File: config.mk
export PLATFORM = sky130hd
export DESIGN_NAME = tdm_demux4
export DESIGN_NICKNAME = d
export VERILOG_FILES = /design/src/rtl/tdm_pkg.sv /design/src/rtl/demux1x4.sv /design/src/rtl/tdm_demux4.sv
export SDC_FILE = /design/constraint.sdc
export NUM_CORES = 1
export LEC_CHECK = 0
export ABC_CLOCK_PERIOD_IN_PS = 1200
export BUFFER_PORTS_ARGS = -buffer_cell sky130_fd_sc_hd__buf_4
export CAP_MARGIN = 10
export CORE_UTILIZATION = 44
export DETAILED_ROUTE_END_ITERATION = 6
export GPL_TIMING_DRIVEN = 0
export MAX_ROUTING_LAYER = met4
export PLACE_DENSITY = 0.74
export SLEW_MARGIN = 15
export SYNTH_ARGS = -nofsm -noshare
export SYNTH_HDL_FRONTEND = slang
export SYNTH_SLANG_ARGS = --single-unit
export TNS_END_PERCENT = 1
File: constraint.sdc
create_clock -name clk -period 1.2 [get_ports clk]
set_input_delay 0.12 -clock clk [delete_from_list [all_inputs] [get_ports clk]]
set_output_delay 0.12 -clock clk [all_outputs]
set_load 0.01 [all_outputs]
File: src/rtl/tdm_pkg.sv
// tdm_pkg: shared types and constants for the 4-way TDM receive path.
//   SLOTS      - number of time slots per frame
//   slot_t     - slot index type (2 bits)
//   state_e    - receiver lock state {HUNT, RUN}
//   *_RST      - reset values used by the receiver registers
package tdm_pkg;

  localparam int unsigned SLOTS = 4;

  typedef logic [1:0] slot_t;

  typedef enum logic {
    HUNT = 1'b0,
    RUN  = 1'b1
  } state_e;

  localparam state_e STATE_RST = HUNT;
  localparam slot_t  SLOT_RST  = 2'd0;
  localparam logic   PULSE_RST = 1'b0;
  localparam logic   LANE_BIT_RST = 1'b0;

endpackage

File: src/rtl/demux1x4.sv
// demux1x4: combinational 1-to-4 write-enable decoder, the structural inverse
// of the 4:1 serializing mux on the transmit side.
//   en  - input, accept condition; when low no enable is driven
//   sel - input, slot index to enable
//   we  - output, one-hot write enables (all zero when en is low)
module demux1x4
  import tdm_pkg::*;
(
  input  logic             en,
  input  slot_t            sel,
  output logic [SLOTS-1:0] we
);

  // NOTE: every always_comb output gets a default before any branch, so no
  // path leaves it unassigned and no latch is inferred.
  always_comb begin
    we = '0;
    if (en) we[sel] = 1'b1;
  end

endmodule

File: src/rtl/tdm_demux4.sv
// tdm_demux4: receive end of a 4-way time-division link. Hunts for a slot-0
// sync marker, then reassembles the serialized beat stream into four
// registered lanes, publishing each complete frame with a one-cycle strobe.
//   clk         - input, rising-edge clock
//   rst         - input, synchronous active-high reset
//   din_valid   - input, beat present on din
//   sync_in     - input, marks the current beat as slot 0
//   din         - input [WIDTH], serialized beat
//   d0..d3      - output [WIDTH], registered lanes, updated on publish
//   frame_valid - output, one-cycle pulse when d0..d3 update
//   locked      - output, high while in RUN
//   slot        - output [2], slot the next accepted beat will occupy
//   sync_err    - output, one-cycle pulse after a misplaced sync
module tdm_demux4
  import tdm_pkg::*;
#(
  parameter int unsigned WIDTH = 1
) (
  input  logic             clk,
  input  logic             rst,
  input  logic             din_valid,
  input  logic             sync_in,
  input  logic [WIDTH-1:0] din,
  output logic [WIDTH-1:0] d0,
  output logic [WIDTH-1:0] d1,
  output logic [WIDTH-1:0] d2,
  output logic [WIDTH-1:0] d3,
  output logic             frame_valid,
  output logic             locked,
  output slot_t            slot,
  output logic             sync_err
);

  state_e           state, state_next;
  slot_t            slot_next;
  slot_t            wr_slot;
  logic             wr_en;
  logic             resync;
  logic [SLOTS-1:0] we;

  // Slot 3 is never stored: its beat goes straight into d3 on publish.
  logic [WIDTH-1:0] shadow [0:SLOTS-2];

  // In HUNT only a synced beat is written; in RUN every valid beat is.
  // A synced beat always lands in slot 0, which also covers resync.
  always_comb begin
    wr_en      = din_valid && (state == RUN || sync_in);
    wr_slot    = sync_in ? SLOT_RST : slot;
    resync     = din_valid && sync_in && (state == RUN) && (slot != SLOT_RST);
    slot_next  = slot;
    state_next = state;
    if (wr_en) slot_next = slot_t'(wr_slot + 2'd1);
    if (din_valid && sync_in) state_next = RUN;
  end

  demux1x4 u_demux (
    .en  (wr_en),
    .sel (wr_slot),
    .we  (we)
  );

  // NOTE: sequential state uses non-blocking assignments so every register
  // samples pre-edge values regardless of statement order.
  always_ff @(posedge clk) begin
    if (rst) begin
      state <= STATE_RST;
      slot  <= SLOT_RST;
    end else begin
      state <= state_next;
      slot  <= slot_next;
    end
  end

  // NOTE: the shadow array is only three words, so it is cleared on reset
  // like ordinary flops rather than left to power up unknown.
  always_ff @(posedge clk) begin
    if (rst) begin
      for (int i = 0; i < SLOTS - 1; i++) shadow[i] <= {WIDTH{LANE_BIT_RST}};
    end else begin
      for (int i = 0; i < SLOTS - 1; i++) begin
        if (we[i]) shadow[i] <= din;
      end
    end
  end

  // Publishing is keyed off the slot-3 write enable. A resync beat always
  // targets slot 0, so frame_valid and sync_err can never coincide.
  always_ff @(posedge clk) begin
    if (rst) begin
      d0          <= {WIDTH{LANE_BIT_RST}};
      d1          <= {WIDTH{LANE_BIT_RST}};
      d2          <= {WIDTH{LANE_BIT_RST}};
      d3          <= {WIDTH{LANE_BIT_RST}};
      frame_valid <= PULSE_RST;
      sync_err    <= PULSE_RST;
    end else begin
      frame_valid <= we[SLOTS-1];
      sync_err    <= resync;
      if (we[SLOTS-1]) begin
        d0 <= shadow[0];
        d1 <= shadow[1];
        d2 <= shadow[2];
        d3 <= din;
      end
    end
  end

  assign locked = (state == RUN);

endmodule

==> results_dict.tcl <==
set metrics [dict create \
    status "complete, but fails checks" \
    violations "negative setup slack" \
    vdd_drop_max_v 0.0005205 \
    p_per_area_nw_per_um2 1005 \
    core_um2 1186 \
    critical_path.max_stage_delay_ps 320 \
    r2r_start "slot[1]" \
    area_growth_pct 31.72 \
    firstDrtPassIters 2 \
    die-area_um2 1505 \
    syn-num-nets 64 \
    holdCritStartpoint "sync_in" \
    htree_levels 1 \
    drc_errors 0 \
    grt_overflow 0 \
    antenna_cells 0 \
    viasPerCell 4.826 \
    end_kind "register" \
    wl_per_cell_um 11.91 \
    synthCells 55 \
    holdBufCountCts 0 \
    grt_max_degree 11 \
    syn_area_per_cell_um2 10.83 \
    hp-class "primary input to register" \
    worstSetupEndpoint "shadow[0][1]" \
    clock_latency_ps 260 \
    required_ps 1210 \
    drv_slew 0 \
    fin_ws_ps -36.12 \
    root_buffer "clkbuf_4" \
    ys_ff_latch 12 \
    leakage_nw 0.3433 \
    fin_nets 82 \
    rsz0062_at_grt "yes" \
    antenna_found_initial 0 \
    port_buffers 12 \
    ff2ff_path_depth 4 \
    start_util_pct 50.21 \
    antenna_left 0 \
    final_common_cell "buf_4" \
    drive_gt1_share_pct 41.67 \
    crit_start "slot[1]" \
    path_class "register to register" \
    tightestPinTransition_ps 295.5 \
    cp.arrival_ps 1240 \
    reg2reg_to "shadow[0][1]" \
    timing.final.crit_share_pct 103.0 \
    gp_congestion 0.7226 \
    reg2reg_setup_slack_ps -40 \
    dp_hpwl_um 700.9 \
    row_count 12 \
    clk_path_buf_depth 2 \
    max_freq_ghz 0.8090 \
    cts_buffers 3 \
    totalWireLength_mm 1.024 \
    cts_tree "yes" \
    path_max_fanout 3 \
    start_kind "register" \
    cts.clk_slew.worst_paths_ps 80 \
    slew_headroom_pct 80.28 \
    drv_cap 0 \
    fp.dieW_um 38.79 \
    ios 14 \
    power_mw 0.7886 \
    period_needed_ps 1236 \
    grt_pass1_wl_mm 1.704 \
    final_util_pct 66.14 \
    ys_warn_count 0 \
    crit_slowest_cell "dfxtp_2" \
    synth_area_um2 595.6 \
    fill_cells 97 \
    hold_viol 0 \
    drt_iter0_drc 3 \
    critical_path.cell_chain "and2b_2 > ha_2 > nor3_4 > nor3_2" \
    num_vias 415 \
    setup_viol 4 \
    final_cell_mix "13 x buf_4, 10 x nand2b_1, 7 x dfxtp_1" \
    die_y_um 38.79 \
    grt_pass1_vias 397 \
    gr-usage-all-layers_pct 17.88 \
    finClkSkew_ps 4.474 \
    clkSinkCount 12 \
    synthDistinctLibCells 20 \
    seq_area_frac_synth_pct 45.38 \
]
==> how the worst min path moves through the flow <==
stage / to / slack, ps / depth (start not counted)
5_1_grt: sync_err / 150 / 3
4_1_cts: locked / 130 / 3
3_5_place_dp: locked / 400 / 3
2_1_floorplan: locked / 260 / 2
3_3_place_gp: locked / 390 / 3
6_report: locked / 130 / 3
==> cells in the mapped netlist, drive strengths merged <==
library cell	instances	area (µm²)
a21oi	1	5.000
and2b	1	7.510
inv	3	11.26
a211oi	1	12.51
buf	2	16.26
a21o	3	22.52
o211ai	1	7.510
ha	4	50.05
dfxtp	9	180.2
nor2	4	15.01
o211a	1	17.52
nand2b	11	68.82
o21a	1	7.510
edfxtp	3	90.09
o21ai	1	5.000
nor3	2	10.01
nand4b	1	8.760
mux2i	5	50.05
and4b	1	10.01
==> where the power goes <==
part | leakage, nW | total [mW] | internal, mW | switching, mW
Sequential | 0.105 | 0.439 | 0.427 | 0.0121
Clock | 0.0154 | 0.249 | 0.120 | 0.129
Combinational | 0.223 | 0.100 | 0.0520 | 0.0483
==> worst max-delay path: cells and delay by family (launching register included) <==
family / cells / cell delay [ps]
simple gates: 3 / 450
flops: 1 / 320
fa+ha+maj: 1 / 200
==> logic make-up after synthesis <==
logic type,share of synthesized area [%]
flops,45.38
simple gates,20.17
mux,8.404
fa+ha+maj,8.404
buf+inv,4.621
compound gates,13.02
==> cell type report <==
| class | count | area [µm²] | area share (%) |
|---|---|---|---|
| multi-input combinational | 38 | 340.3 | 43.38 |
| sequential | 12 | 275.3 | 35.09 |
| timing repair buffer | 13 | 97.59 | 12.44 |
| clock buffer | 3 | 22.52 | 2.871 |
| tap | 14 | 17.52 | 2.233 |
| buffer | 2 | 16.27 | 2.073 |
| inverter | 3 | 11.26 | 1.435 |
| clock inverter | 1 | 3.754 | 0.4785 |
==> timing repair <==
item                       CTS  global route
gates cloned                 0             0
resized for setup            8             2
setup endpoints to repair    9            10
setup buffers                1             0
pin swaps                    2             0
==> flip-flops by register name, summed over array words and instances, names as in the netlist <==
| name | flops |
|---|---|
| slot | 2 |
| shadow | 3 |
| d2 | 1 |
| sync_err | 1 |
| d0 | 1 |
| locked | 1 |
| d1 | 1 |
| d3 | 1 |
| frame_valid | 1 |
==> per-stage QoR <==
step                cells  instance area, µm²  TNS [ps]  setup slack (ps)  hold WS [ps]
finish                 86               784.5    -137.5            -36.12         134.9
detailed placement     81               711.9    -448.6            -126.1         401.9
CTS                    86               775.7    -37.08            -12.36         127.3
global route           86               784.5    -507.3            -86.60         146.7
global placement       81               711.9    -373.5            -113.0         393.5
floorplan              55               604.3    -83.95            -27.98         264.7
==> routing by layer <==
metal | GRT usage (%) | vias up | routed length (µm)
met5 | - | - | 0
met4 | 12.93 | 0 | 12
met3 | 3.468 | 2 | 34
met2 | 25.00 | 8 | 456
met1 | 22.70 | 182 | 521
li1 | - | 223 | -
Power figures use the tool's default switching activity.
